$ cat src/rtl/codec_init_seq_if.sv
// Write handshake between the init sequencer and i2c_master: request strobe plus data word out,
// one-cycle completion pulse with acknowledge status back.
interface codec_init_seq_if;
  logic        trig;
  logic [15:0] senddata;
  logic        txdone;
  logic        ack_ok;

  modport master (
    output trig,
    output senddata,
    input  txdone,
    input  ack_ok
  );

  modport slave (
    input  trig,
    input  senddata,
    output txdone,
    output ack_ok
  );
endinterface

$ cat src/rtl/codec_init_seq.sv
// Codec register-init sequencer: walks INIT_TABLE in order, writing each word through the
// i2c_master handshake, with per-write NACK/timeout retry and done/error status.
module codec_init_seq #(
  parameter int unsigned              NUM_REGS    = 9,
  parameter logic [NUM_REGS*16-1:0]   INIT_TABLE  = '0,
  parameter int unsigned              PWRUP_CYC   = 50000,
  parameter int unsigned              TRIG_CYC    = 50000,
  parameter int unsigned              GAP_CYC     = 50000,
  parameter int unsigned              TIMEOUT_CYC = 500000,
  parameter int unsigned              MAX_RETRY   = 3,
  parameter bit                       AUTO_START  = 1'b1
) (
  input  logic             clk_i,
  input  logic             rst_ni,
  input  logic             start_i,
  codec_init_seq_if.master i2c,
  output logic             busy_o,
  output logic             done_o,
  output logic             error_o,
  output logic [7:0]       index_o,
  output logic [3:0]       retries_o
);

  localparam int unsigned MaxA   = (PWRUP_CYC > TRIG_CYC) ? PWRUP_CYC : TRIG_CYC;
  localparam int unsigned MaxB   = (GAP_CYC > TIMEOUT_CYC) ? GAP_CYC : TIMEOUT_CYC;
  localparam int unsigned MaxCyc = (MaxA > MaxB) ? MaxA : MaxB;
  localparam int unsigned CntW   = $clog2(MaxCyc + 1);

  localparam logic [CntW-1:0] PwrupLast   = CntW'(PWRUP_CYC - 1);
  localparam logic [CntW-1:0] TrigLast    = CntW'(TRIG_CYC - 1);
  localparam logic [CntW-1:0] GapLast     = CntW'(GAP_CYC - 1);
  localparam logic [CntW-1:0] TimeoutLast = CntW'(TIMEOUT_CYC - 1);
  localparam logic [7:0]      LastIdx     = 8'(NUM_REGS - 1);
  localparam logic [3:0]      RetryMax    = 4'(MAX_RETRY);

  typedef enum logic [2:0] {
    StIdle, StPwrup, StLoad, StTrig, StWait, StGap, StDone, StFail
  } state_e;

  state_e          state_q;
  logic [CntW-1:0] cnt_q;
  logic            auto_q;
  logic            trig_q;
  logic [15:0]     data_q;
  logic            busy_q, done_q, error_q;
  logic [7:0]      index_q;
  logic [3:0]      retries_q;
  logic            lat_q, lat_ack_q;

  logic [15:0] entry;
  logic        wait_evt, wait_ack, wait_fail;

  always_comb begin
    entry = '0;
    for (int unsigned k = 0; k < NUM_REGS; k++) begin
      if (index_q == 8'(k)) entry = INIT_TABLE[16*k +: 16];
    end
  end

  // A txdone caught during TRIG takes precedence over anything arriving live in WAIT.
  assign wait_evt  = lat_q | i2c.txdone;
  assign wait_ack  = lat_q ? lat_ack_q : i2c.ack_ok;
  assign wait_fail = wait_evt ? !wait_ack : (cnt_q == TimeoutLast);

  always_ff @(posedge clk_i or negedge rst_ni) begin
    if (!rst_ni) begin
      state_q   <= StIdle;
      cnt_q     <= '0;
      auto_q    <= AUTO_START;
      trig_q    <= 1'b0;
      data_q    <= '0;
      busy_q    <= 1'b0;
      done_q    <= 1'b0;
      error_q   <= 1'b0;
      index_q   <= '0;
      retries_q <= '0;
      lat_q     <= 1'b0;
      lat_ack_q <= 1'b0;
    end else begin
      unique case (state_q)
        StIdle, StDone, StFail: begin
          cnt_q <= '0;
          if (start_i || auto_q) begin
            state_q   <= StPwrup;
            auto_q    <= 1'b0;
            busy_q    <= 1'b1;
            done_q    <= 1'b0;
            error_q   <= 1'b0;
            index_q   <= '0;
            retries_q <= '0;
          end
        end
        StPwrup: begin
          if (cnt_q == PwrupLast) begin
            state_q <= StLoad;
            cnt_q   <= '0;
          end else begin
            cnt_q <= cnt_q + 1'b1;
          end
        end
        StLoad: begin
          data_q  <= entry;
          lat_q   <= 1'b0;
          trig_q  <= 1'b1;
          cnt_q   <= '0;
          state_q <= StTrig;
        end
        StTrig: begin
          if (i2c.txdone && !lat_q) begin
            lat_q     <= 1'b1;
            lat_ack_q <= i2c.ack_ok;
          end
          if (cnt_q == TrigLast) begin
            trig_q  <= 1'b0;
            cnt_q   <= '0;
            state_q <= StWait;
          end else begin
            cnt_q <= cnt_q + 1'b1;
          end
        end
        StWait: begin
          if (wait_evt && wait_ack) begin
            cnt_q   <= '0;
            state_q <= StGap;
          end else if (wait_fail) begin
            cnt_q <= '0;
            if (retries_q < RetryMax) begin
              retries_q <= retries_q + 1'b1;
              state_q   <= StLoad;
            end else begin
              busy_q  <= 1'b0;
              error_q <= 1'b1;
              state_q <= StFail;
            end
          end else begin
            cnt_q <= cnt_q + 1'b1;
          end
        end
        StGap: begin
          if (cnt_q == GapLast) begin
            cnt_q <= '0;
            if (index_q == LastIdx) begin
              busy_q  <= 1'b0;
              done_q  <= 1'b1;
              state_q <= StDone;
            end else begin
              index_q   <= index_q + 1'b1;
              retries_q <= '0;
              state_q   <= StLoad;
            end
          end else begin
            cnt_q <= cnt_q + 1'b1;
          end
        end
        default: state_q <= StIdle;
      endcase
    end
  end

  assign i2c.trig     = trig_q;
  assign i2c.senddata = data_q;
  assign busy_o       = busy_q;
  assign done_o       = done_q;
  assign error_o      = error_q;
  assign index_o      = index_q;
  assign retries_o    = retries_q;

endmodule

$ cat src/flat_wrapper.sv
// flat-port wrapper written by rule: the top's interface ports become plain ports
module codec_init_seq_flat 
#(
  parameter int unsigned              NUM_REGS    = 9,
  parameter logic [NUM_REGS*16-1:0]   INIT_TABLE  = '0,
  parameter int unsigned              PWRUP_CYC   = 50000,
  parameter int unsigned              TRIG_CYC    = 50000,
  parameter int unsigned              GAP_CYC     = 50000,
  parameter int unsigned              TIMEOUT_CYC = 500000,
  parameter int unsigned              MAX_RETRY   = 3,
  parameter bit                       AUTO_START  = 1'b1
)
  (clk_i, rst_ni, start_i, busy_o, done_o, error_o, index_o, retries_o, i2c_trig, i2c_senddata, i2c_txdone, i2c_ack_ok);
  codec_init_seq_if i2c_i ();
  input  logic clk_i;
  input  logic rst_ni;
  input  logic start_i;
  output logic busy_o;
  output logic done_o;
  output logic error_o;
  output logic [7:0] index_o;
  output logic [3:0] retries_o;
  output wire logic [$bits(i2c_i.trig)-1:0] i2c_trig;
  output wire logic [$bits(i2c_i.senddata)-1:0] i2c_senddata;
  input wire logic [$bits(i2c_i.txdone)-1:0] i2c_txdone;
  input wire logic [$bits(i2c_i.ack_ok)-1:0] i2c_ack_ok;
  assign i2c_trig = i2c_i.trig;
  assign i2c_senddata = i2c_i.senddata;
  assign i2c_i.txdone = i2c_txdone;
  assign i2c_i.ack_ok = i2c_ack_ok;
  codec_init_seq #(.NUM_REGS(NUM_REGS), .INIT_TABLE(INIT_TABLE), .PWRUP_CYC(PWRUP_CYC), .TRIG_CYC(TRIG_CYC), .GAP_CYC(GAP_CYC), .TIMEOUT_CYC(TIMEOUT_CYC), .MAX_RETRY(MAX_RETRY), .AUTO_START(AUTO_START)) u_core (.clk_i(clk_i), .rst_ni(rst_ni), .start_i(start_i), .i2c(i2c_i), .busy_o(busy_o), .done_o(done_o), .error_o(error_o), .index_o(index_o), .retries_o(retries_o));
endmodule
$ cat config.mk
export PLATFORM = sky130hd
export DESIGN_NAME = codec_init_seq_flat
export DESIGN_NICKNAME = d
export VERILOG_FILES = /design/src/rtl/codec_init_seq_if.sv /design/src/rtl/codec_init_seq.sv /design/src/flat_wrapper.sv
export SDC_FILE = /design/constraint.sdc
export NUM_CORES = 1
export LEC_CHECK = 0
export ABC_CLOCK_PERIOD_IN_PS = 2600
export BUFFER_PORTS_ARGS = -buffer_cell sky130_fd_sc_hd__clkbuf_2
export CAP_MARGIN = 20
export CORE_UTILIZATION = 40
export DETAILED_ROUTE_END_ITERATION = 10
export PLACE_DENSITY = 0.57
export SYNTH_ARGS = -nofsm -noshare
export SYNTH_HDL_FRONTEND = slang
export SYNTH_SLANG_ARGS = --single-unit
$ cat constraint.sdc
create_clock -name clk_i -period 2.6 [get_ports clk_i]
set_input_delay 0.39 -clock clk_i [delete_from_list [all_inputs] [get_ports clk_i]]
set_output_delay 0.39 -clock clk_i [all_outputs]
set_load 0.02 [all_outputs]
Word-level counts from Yosys, hierarchy flattened
Cells that the tools add are included.
- input bits: 5
- register bits after elaboration: 41
- reductions and logical operators: 23
- equality and inequality tests: 22
- bitwise logic cells: 1
- $add $sub $neg: 3
- mux-type cells: 45
- magnitude comparators: 1
- operators with widths (cell ; number):
    19-bit 2-to-1 mux ; 3
    19-bit one-hot mux with 3 select lines ; 1
    3-bit 2-to-1 mux ; 8
    4-bit 2-to-1 mux ; 6
    8-bit 2-to-1 mux ; 3
    19-bit by 1-bit adder with 19-bit output, second input constant ; 1
    19-bit by 16-bit == test with 1-bit output, second input constant ; 1
    19-bit == test, second input constant ; 1
    3-bit one-hot mux with 6 select lines ; 1
    1-bit 2-to-1 mux ; 16
    2-bit by 1-bit inequality test with 1-bit output, second input constant ; 8
    8-bit one-hot mux with 2 select lines ; 1
    7-bit AND reduction ; 2
    3-bit == test, second input constant ; 4
    4-bit one-hot mux with 3 select lines ; 1
    5-bit AND reduction ; 2
    8-bit by 1-bit adder with 8-bit output, second input constant ; 1
    8-bit by 4-bit == test with 1-bit output, second input constant ; 1
    1-bit one-hot mux with 2 select lines ; 4
    2-bit AND reduction ; 4
    4-bit AND reduction ; 2
    3-bit by 2-bit == test with 1-bit output, second input constant ; 2
    2-bit inequality test, second input constant ; 3
    2-bit nonzero test ; 3
    13 further kinds ; 16

Longest topological paths before layout
Gate-level depths: netlist (run 1).
- depth in word-level cells: 6
- depth in mapped cells: 7

Worst setup path after synthesis (run 1)
Ideal clock, no wire load.
- path kind: reg2reg
- start: register u_core.index_q[5] (netlist: u_core.index_o[5])
- end: register u_core.retries_q[0] (netlist: u_core.retries_o[0])
- library setup time: 0.125 ns
- arrival time: 2.190 ns
- cell stages (with the launch flop): 6
- setup slack: 0.285 ns
- path through: dfrtp_1 or4_1 or3_1 a221oi_1 or4_4 mux2_4
- word-level cells in the longest chain between the ends: 3
- RTL lines (what ; RTL line ; text):
    start, declared ; codec_init_seq.sv:46 ; logic [7:0] index_q;
    start signal, assigned ; codec_init_seq.sv:147 ; index_q <= index_q + 1'b1;
    8-bit by 4-bit == test with 1-bit output ; -- ;
    2-bit inequality test (no line) ; -- ;
    7-bit AND reduction (no line) ; -- ;
    end signal, assigned ; codec_init_seq.sv:128 ; retries_q <= retries_q + 1'b1;
    end, declared ; codec_init_seq.sv:47 ; logic [3:0] retries_q;
No other way between the ends.
A chain may end at the register's enable or synchronous reset.

Worst setup path after layout (run 1)
- start: register u_core.cnt_q[13]
- end: register u_core.retries_q[0] (netlist: u_core.retries_o[0])
- word-level cells in the longest chain between the ends: 4
- elaborated cells on any way between the ends: 6
- classes of those cells: 4 x eq/ne; 1 x mux; 1 x reduce/logical
- RTL lines (what ; RTL line ; text):
    start, declared ; codec_init_seq.sv:41 ; logic [CntW-1:0] cnt_q;
    start signal, assigned ; codec_init_seq.sv:98 ; cnt_q <= cnt_q + 1'b1;
    start signal, assigned ; codec_init_seq.sv:118 ; cnt_q <= cnt_q + 1'b1;
    start signal, assigned ; codec_init_seq.sv:136 ; cnt_q <= cnt_q + 1'b1;
    19-bit == test ; codec_init_seq.sv:63 ; assign wait_fail = wait_evt ? !wait_ack : (cnt_q == TimeoutLast);
    1-bit 2-to-1 mux ; codec_init_seq.sv:63 ;
    2-bit by 1-bit inequality test with 1-bit output (no line) ; -- ;
    7-bit AND reduction (no line) * ; -- ;
Every way passes the cells marked *; elsewhere a longest branch is shown, timed or not.

==> summary.txt, run 1 <==
==================================================================================================
Post-layout nets                                                                               289
Syn-to-layout area delta                                                                    9.148%
Overflow after GRT                                                                               0
Final-report max-slew violation count                                                            0
Cell count after placement                                                                     345
CTS buffer count                                                                                 5
First-pass GRT wire length                                                                 8604 µm
Standard cell core area                                                                   5642 µm²
EDFF count, synth                                                                                0
Boundary pin count                                                                              37
Clock tree from TritonCTS                                                                     done
Post-synthesis instance area                                                              2394 µm²
Reg-to-Reg Start                                                                      u_core.cnt_q[13]
Hold WS                                                                                  0.1520 ns
Met2 Usage GRT                                                                              27.07%
Syn Area/Cell                                                                            9.423 µm²
Number of filler cells placed in the layout                                                    547
Most frequent cells in the layout                                                     dfrtp_1, nor2_1, nand2_1, clkbuf_2, conb_1
Post-route ant nets                                                                              0
Run status                                                                            finished clean
DPL Wire Length                                                                            3546 µm
Final RePlAce weighted congestion                                                           0.8249
Distinct cell type count of the synthesized netlist                                             59
RSZ-0062 raised after global routing                                                         false
Cell area after placement                                                                 2526 µm²
Power Dens Cells                                                                      704.9 nW/µm²
Cell at the root of the clock tree                                                        clkbuf_8
Final count of hold timing violations                                                            0
Initial Utilization                                                                         42.43%
Number of iterations in the first detailed-routing pass                                          4
Count of unresolved DRC violations after routing                                                 0
YS warnings                                                                                      0
Required time at the endpoint of the critical path                                         2.79 ns
Sum of negative setup slack                                                                   0 ns
Mean routed wirelength per cell                                                           14.03 µm
Worst Skew                                                                             0.005957 ns
Sequential-to-total area share from yosys stat                                              42.92%
Summed area of non-filler cells in the final layout                                       2613 µm²
Highest Clock Rate                                                                      0.4129 GHz
Maximum number of buffers from clock root to sink                                                2
Horiz. Die Dim                                                                            79.36 µm
Via density per instance                                                                     5.338
GRT met1 Usage                                                                              24.66%
Number of DRC markers in iteration 0                                                            89
Area of the multi-input gates                                                             1230 µm²
Depth of the most critical reg-to-reg path                                                       5
Leak                                                                                   0.001170 µW
Largest fanout on the critical path                                                              5
Row count                                                                                       27
Highest ir drop seen on vdd                                                               340.1 µV
Worst skew pair latency                                                                    0.30 ns
Final period demand of the worst path                                                     2.422 ns
Class of the tightest hold or removal check                                           input pin to asynchronous set/reset pin
Vertical die dimension                                                                    79.36 µm
Fraction of the cycle the final worst path needs                                            93.15%
Start-to-end type of the worst setup path                                             flip-flop to flip-flop
Overall power consumption                                                                  1842 µW
Timing startpoint of the critical path                                                u_core.cnt_q[13]
Area occupied by registers                                                                1027 µm²
Met3 track utilization from global routing                                                  4.483%
Overall track demand over capacity in global routing                                        17.78%
Initial antenna violation count                                                                  0
Max transition margin                                                                       45.21%
Clock sink total                                                                                41
Total Die Area                                                                            6297 µm²
Wirelength, routed                                                                         4938 µm
Number of standard cells in the layout, taps in and fillers out                                352
# H-tree levels                                                                                  2
Gate count of the mapped netlist                                                               254
GRT Max-Usage Layer                                                                           met2
Largest net degree at the start of global routing                                               42
Most common cell after layout, fill and taps aside                                         dfrtp_1
Startpoint type of the worst setup path                                                  flip-flop
Layout cell share with drive strength beyond 1                                              17.14%
Routed vias                                                                                   1879
Ys async rst share                                                                          100.0%
Main flop type after synthesis                                                             dfrtp_1
Worst-Margin Slew                                                                        0.8133 ns
Resize count post-CTS                                                                            0
Post-CTS setup repair buffer count                                                               0
Total of hold buffers inserted after clock tree synthesis                                        0
Number of antenna cells inserted                                                                 0
Input/output buffers                                                                            20
Number of flip-flops and latches in the synthesized netlist                                     41
Final setup fails                                                                                0
# Max-Cap Violations                                                                             0
Number of global-route vias before repair                                                     1717
Critical path data arrival time                                                            2.61 ns
Capturing element type of the critical path                                              flip-flop
Clock transition time at the flip-flop clock pins of the worst setup and hold paths        0.08 ns
==================================================================================================
-- routing by layer --
metal	vias up	wire, µm
met5	-	0
met4	0	62
met3	6	213
met2	47	2309
met1	894	2353
li1	932	-
-- state kept, by name, summed over array words and instances, names as in the netlist --
| name | cells |
|---|---|
| u_core.state_q | 3 |
| u_core.i2c.trig | 1 |
| u_core.lat_ack_q | 1 |
| u_core.auto_q | 1 |
| u_core.index_o | 8 |
| u_core.error_o | 1 |
| u_core.busy_o | 1 |
| u_core.cnt_q | 19 |
| u_core.lat_q | 1 |
| u_core.retries_o | 4 |
| u_core.done_o | 1 |
-- report_power, final --
group	internal, µW	total [µW]	switching, µW
logic	231	587	356
clock network	211	429	219
registers	715	825	110
-- cell families (layout without fill, tap and decap cells) --
kind of cell / count (synthesis) / count (layout) / synth area share, %
xor+xnor: 17 / 17 / 6.221
mux: 5 / 5 / 2.404
compound gates: 43 / 43 / 12.08
fa+ha+maj: 4 / 4 / 2.091
simple gates: 114 / 114 / 26.09
buf+inv: 29 / 40 / 8.050
flops: 41 / 41 / 42.92
other cells: 1 / 16 / 0.1567
-- critical path, stage by stage (launching register included) --
cell and delay, ns:
dfrtp_1 0.43, or4_2 0.67, nor2_1 0.27, a21oi_2 0.11, or4_4 0.52, mux2_4 0.31
-- per-stage QoR --
| stage | setup slack, ns | util (%) |
|---|---|---|
| 4_1_cts | 0.1762 | 46.31 |
| 5_1_grt | 0.06889 | 46.31 |
| 6_report | 0.1781 | 46.31 |
| 3_3_place_gp | 0.2122 | 44.78 |
| 2_1_floorplan | 0.2846 | - |
| 3_5_place_dp | 0.1830 | 44.78 |
-- cell type report --
type	count	share of cell area, %
inverters	5	0.7184
multi-input cells	199	47.08
flip-flops and latches	41	39.32
repair buffers	28	6.130
well taps	72	3.448
clock buffers	7	3.305
-- cell usage after synthesis, drive strengths merged, types with 4 or more instances --
cell,count,area [µm²]
dfrtp,40,1001
inv,5,18.77
nor3,5,25.02
nor4,6,52.55
nor2,32,120.1
xnor2,8,70.07
clkbuf,6,43.79
or4,7,61.31
or3,7,43.79
nand2,20,75.07
a21oi,9,48.80
ha,4,50.05
buf,18,130.1
o21ai,13,65.06
xor2,9,78.83
nand3,10,50.05
-- worst paths after layout --
| check | endpoint | slack, ns |
|---|---|---|
| max reg2reg | u_core.retries_o[0] | 0.18 |
| max | u_core.retries_o[0] | 0.18 |
| min reg2reg | u_core.error_o | 0.49 |
| min in group clk_i | u_core.lat_ack_q | 0.33 |
| min | u_core.state_q[2] | 0.15 |
| max in group asynchronous | u_core.cnt_q[17] | 2.08 |
Power figures use the tool's default switching activity.
==> run 2: changes to the inputs <==
CORE_UTILIZATION = 57   (was 40)
PLACE_DENSITY = 0.77   (was 0.57)
==> run 2 against run 1 <==
Compared with the run above: final area increased by 1.5%; die area down 29%; worst setup slack gained 0.0026 ns; global-route usage increased by 5.5 points; sequential share of layout area is 0.58 points lower; flip-flop and latch count did not move; first-iteration DRC count is 120% higher; total power is 11% higher; critical path depth unchanged; clock skew increased by 0.0058 ns; utilization grew 20 points; critical endpoint unchanged.
==> summary.txt, run 2 (same netlist as run 1, synthesis figures left out) <==
==================================================================================================
Standard cell core area                                                                   4029 µm²
Top reg by flops                                                                      u_core.cnt_q
Horiz. Die Dim                                                                            66.80 µm
Final period demand of the worst path                                                     2.419 ns
Vertical die dimension                                                                    66.80 µm
Number of antenna cells inserted                                                                 0
Number of flip-flops under the largest register name                                            19
Max transition margin                                                                       58.93%
Worst-case register-to-register setup slack                                                0.18 ns
Worst path bufs/invs                                                                             0
Capturing element type of the critical path                                              flip-flop
Final-report max-slew violation count                                                            0
Worst-Margin Slew                                                                        0.6095 ns
Maximum single-stage delay on the critical path                                            0.57 ns
Syn-to-layout area delta                                                                    10.77%
Largest fanout on the critical path                                                              5
Highest Clock Rate                                                                      0.4133 GHz
Mean routed wirelength per cell                                                           14.26 µm
Clock transition time at the flip-flop clock pins of the worst setup and hold paths        0.08 ns
Overflow after GRT                                                                               0
Reg-to-Reg Start                                                                      u_core.cnt_q[12]
Cell at the root of the clock tree                                                        clkbuf_8
DPL Wire Length                                                                            3401 µm
Most frequent cells in the layout                                                     dfrtp_1, nor2_1, nand2_1, clkbuf_2, conb_1
Clock tree from TritonCTS                                                                     done
Leak                                                                                   0.001198 µW
Initial antenna violation count                                                                  0
Most used cell along the critical path                                                       or4_4
Post-layout nets                                                                               289
Delay-heaviest family, CP                                                             simple AND/OR/NAND/NOR gates
Initial Utilization                                                                         59.41%
CTS buffer count                                                                                 5
Number of iterations in the first detailed-routing pass                                          4
Clock sink total                                                                                41
Ordered list of cells on the worst path                                               or4_4, nor4_4, a21oi_2, or4_4, mux2_4
Fraction of the cycle the final worst path needs                                            93.05%
Input/output buffers                                                                            20
Number of global-route vias before repair                                                     1725
Most common cell after layout, fill and taps aside                                         dfrtp_1
Number of DRC markers in iteration 0                                                           199
Wirelength, routed                                                                         4720 µm
Class of the tightest hold or removal check                                           input pin to flip-flop
Worst skew pair latency                                                                    0.30 ns
Sum of negative setup slack                                                                   0 ns
Run status                                                                            finished clean
Critical path data arrival time                                                            2.60 ns
Final RePlAce weighted congestion                                                           0.8540
Overall track demand over capacity in global routing                                        23.24%
Start-to-end type of the worst setup path                                             flip-flop to flip-flop
Total Die Area                                                                            4462 µm²
Startpoint type of the worst setup path                                                  flip-flop
Boundary pin count                                                                              37
Hold WS                                                                                  0.3560 ns
Worst Skew                                                                              0.01176 ns
Final count of hold timing violations                                                            0
# H-tree levels                                                                                  2
Post-route ant nets                                                                              0
First-pass GRT wire length                                                                 7672 µm
Power Dens Cells                                                                      769.8 nW/µm²
Row count                                                                                       23
RSZ-0062 raised after global routing                                                         false
Highest ir drop seen on vdd                                                               455.1 µV
Layout cell share with drive strength beyond 1                                              17.44%
Count of unresolved DRC violations after routing                                                 0
Largest net degree at the start of global routing                                               42
# Max-Cap Violations                                                                             0
Timing startpoint of the critical path                                                u_core.cnt_q[12]
Required time at the endpoint of the critical path                                         2.78 ns
Routed vias                                                                                   1885
Cell type of the slowest stage on the worst timing path                                      or4_4
Min-Delay Startpoint                                                                    i2c_ack_ok
Via density per instance                                                                     5.695
Maximum number of buffers from clock root to sink                                                2
Final setup fails                                                                                0
==================================================================================================
[run 2: cell count changes in the layout (fill, tap and decap cells not counted)]
cell           before  now
buf_4               8    6
bufinv_16           0    2
clkbuf_1            1    0
dlygate4sd3_1       0    1
buf_12              0    1
inv_6               0    1
clkbuf_8            6    5
[run 2: path summary, 6_finish.rpt]
path,to,cells past startpoint
max,u_core.retries_o[0],5
min,u_core.lat_ack_q,2
max reg2reg,u_core.retries_o[0],5
min reg2reg,u_core.cnt_q[0],1
max in group asynchronous,u_core.auto_q,3
min in group asynchronous,u_core.index_o[5],2
[run 2: where the power goes]
part	switching (µW)	total (µW)	leakage [µW]	internal (µW)
clock network	231	618	0.0000687	386
registers	104	819	0.000544	715
logic	367	604	0.000585	238
[run 2: worst reg2reg max path, cell delays in order (launching register included)]
cell,delay [ns]
dfrtp_1,0.44
or4_4,0.57
nor4_4,0.34
a21oi_2,0.11
or4_4,0.53
mux2_4,0.31
[run 2: metrics by stage]
| step | area (µm²) | instances | power [µW] | setup WS (ns) | utilization, % |
|---|---|---|---|---|---|
| after global routing | 2651 | 331 | 2163 | 0.03147 | 65.81 |
| after detailed placement | 2484 | 321 | 1425 | 0.1906 | 61.65 |
| after floorplan | 2450 | 269 | 1289 | 0.2846 | - |
| after global placement | 2484 | 321 | 1410 | 0.2315 | 61.65 |
| after CTS | 2621 | 329 | 2050 | 0.1750 | 65.06 |
| final | 2651 | 331 | 2041 | 0.1807 | 65.81 |
[run 2: cell type report]
cell class              count  area (µm²)
multi-input cells         199        1230
clock buffers               5       68.82
clock inverters             3       68.82
fillers                   356        1378
inverters                   5       18.77
repair buffers             28       175.2
flip-flops and latches     41        1027
well taps                  50       62.56
[run 2: metal layers]
metal,global-route usage [%],vias to the layer above,wire (µm)
met5,0,-,0
met4,8.245,0,50
met3,5.308,7,120
met2,38.64,39,2312
met1,29.33,903,2237
li1,-,936,-
[run 2: timing repair]
action / 4_1_cts / 5_1_grt
gates resized for setup: 0 / 0
endpoints found under the hold margin: 0 / 4
buffers inserted: 0 / 0
hold buffers: 0 / 1
==> run 3: changes to the inputs <==
CORE_UTILIZATION = 35   (was 57)
PLACE_DENSITY = 0.51   (was 0.77)
TNS_END_PERCENT = 20   (was unset)
==> run 3 against run 2 <==
Compared with the run above: non-clock buffer count fell by 1; first-iteration DRC count fell by 35%; final area fell by 0.14%; sequential power barely moved; register-to-register slack got worse by 0.04 ns; critical path depth did not move; via count fell by 0.58%; global-route usage fell by 7.1 points; die area rose by 61%; largest cell class unchanged.
==> summary.txt, run 3 (same netlist as run 1, synthesis figures left out) <==
==================================================================================================
Highest ir drop seen on vdd                                                               283.2 µV
Most frequent cells in the layout                                                     dfrtp_1, nor2_1, nand2_1, clkbuf_2, conb_1
Maximum number of buffers from clock root to sink                                                2
Top reg by flops                                                                      u_core.cnt_q
Cell type of the slowest stage on the worst timing path                                      or4_4
Post-layout nets                                                                               288
Number of filler cells placed in the layout                                                    652
Post-CTS setup repair buffer count                                                               0
Area of the multi-input gates                                                             1232 µm²
# H-tree levels                                                                                  2
Vertical die dimension                                                                    84.70 µm
Syn-to-layout area delta                                                                    10.61%
Number of iterations in the first detailed-routing pass                                          7
Capturing element type of the critical path                                              flip-flop
Maximum single-stage delay on the critical path                                            0.58 ns
Required time at the endpoint of the critical path                                         2.79 ns
Most common cell after layout, fill and taps aside                                         dfrtp_1
Power Dens Cells                                                                      746.4 nW/µm²
Highest metal used                                                                            met4
Startpoint type of the worst setup path                                                  flip-flop
Summed area of non-filler cells in the final layout                                       2648 µm²
Delay-heaviest family, CP                                                             simple AND/OR/NAND/NOR gates
Reg-to-Reg End                                                                        u_core.retries_o[0]
Fraction of the cycle the final worst path needs                                            94.41%
Highest Clock Rate                                                                      0.4074 GHz
Worst-Margin Slew                                                                        0.7828 ns
Final period demand of the worst path                                                     2.455 ns
Depth of the most critical reg-to-reg path                                                       5
Area occupied by registers                                                                1027 µm²
Wire length on met1                                                                        2477 µm
Input/output buffers                                                                            20
Number of global-route vias before repair                                                     1777
Run status                                                                            finished clean
Overflow after GRT                                                                               0
Overall track demand over capacity in global routing                                        16.11%
Ordered list of cells on the worst path                                               or4_4, nor4_4, a21oi_2, or4_4, mux2_4
Horiz. Die Dim                                                                            84.70 µm
Clock sink total                                                                                41
Number of DRC markers in iteration 0                                                           129
Largest fanout on the critical path                                                              5
Final setup fails                                                                                0
Met3 wire len                                                                               207 µm
Overall power consumption                                                                  1976 µW
Layout cell share with drive strength beyond 1                                              17.86%
RSZ-0062 raised after global routing                                                         false
Post-route ant nets                                                                              0
Worst Skew                                                                             0.006346 ns
Start-to-end type of the worst setup path                                             flip-flop to flip-flop
DPL Wire Length                                                                            3629 µm
Max transition margin                                                                       47.26%
Reg-to-Reg Start                                                                      u_core.cnt_q[12]
Initial antenna violation count                                                                  0
Worst skew pair latency                                                                    0.30 ns
Count of unresolved DRC violations after routing                                                 0
First-pass GRT wire length                                                                 9080 µm
Mean routed wirelength per cell                                                           14.58 µm
Cell at the root of the clock tree                                                        clkbuf_8
Row count                                                                                       29
Clock tree from TritonCTS                                                                     done
Metal2 WL                                                                                  2464 µm
Final RePlAce weighted congestion                                                           0.8169
Largest net degree at the start of global routing                                               42
Total Die Area                                                                            7173 µm²
Cell area after placement                                                                 2525 µm²
# Max-Cap Violations                                                                             0
Via density per instance                                                                     5.249
Sum of negative setup slack                                                                   0 ns
Clock transition time at the flip-flop clock pins of the worst setup and hold paths        0.08 ns
Final-report max-slew violation count                                                            0
Number of flip-flops under the largest register name                                            19
Leak                                                                                   0.001177 µW
Standard cell core area                                                                   6459 µm²
Hold WS                                                                                  0.1466 ns
Core utilization of the finished layout                                                     40.99%
Boundary pin count                                                                              37
Worst-case register-to-register setup slack                                                0.15 ns
Wirelength, routed                                                                         5205 µm
Routed vias                                                                                   1874
Initial Utilization                                                                         37.06%
Worst path bufs/invs                                                                             0
CTS buffer count                                                                                 5
Number of antenna cells inserted                                                                 0
Most used cell along the critical path                                                       or4_4
Class of the tightest hold or removal check                                           input pin to asynchronous set/reset pin
Critical path data arrival time                                                            2.64 ns
Final count of hold timing violations                                                            0
==================================================================================================
run 3: final cells by class:
cell class	count	area share (%)
inverters	5	0.7089
flip-flops and latches	41	38.80
clock buffers	6	3.119
well taps	77	3.639
multi-input cells	199	46.55
repair buffers	27	5.766
clock inverters	2	1.418
run 3: layer usage:
metal  global-route usage, %  vias to the layer above
li1                        -                      931
met4                   5.547                        0
met3                   2.950                        6
met5                       0                        -
met1                   22.56                      903
met2                   25.06                       34
run 3: through the flow:
step,std cells,setup WS (ns)
2_1_floorplan,269,0.2846
3_3_place_gp,349,0.1942
3_5_place_dp,349,0.1503
4_1_cts,357,0.1295
5_1_grt,357,0.03400
6_report,357,0.1454
run 3: timing repair:
item	CTS	global route
resized for setup	0	1
hold buffers	0	0
endpoints found under the setup margin	0	1
run 3: worst max-delay path by stage:
| stage | slack (ns) | to | cells past startpoint | start |
|---|---|---|---|---|
| floorplan | 0.28 | u_core.retries_o[0] | 5 | u_core.index_o[5] |
| global placement | 0.19 | u_core.retries_o[0] | 5 | u_core.cnt_q[13] |
| detailed placement | 0.15 | u_core.retries_o[0] | 5 | u_core.cnt_q[4] |
| CTS | 0.13 | u_core.retries_o[0] | 5 | u_core.cnt_q[4] |
| global route | 0.03 | u_core.index_o[4] | 6 | u_core.cnt_q[12] |
| finish | 0.15 | u_core.retries_o[0] | 5 | u_core.cnt_q[12] |
run 3: power by group:
part	switching [µW]	internal, µW
Clock	237	312
Combinational	370	235
Sequential	107	715
Total	714	1260
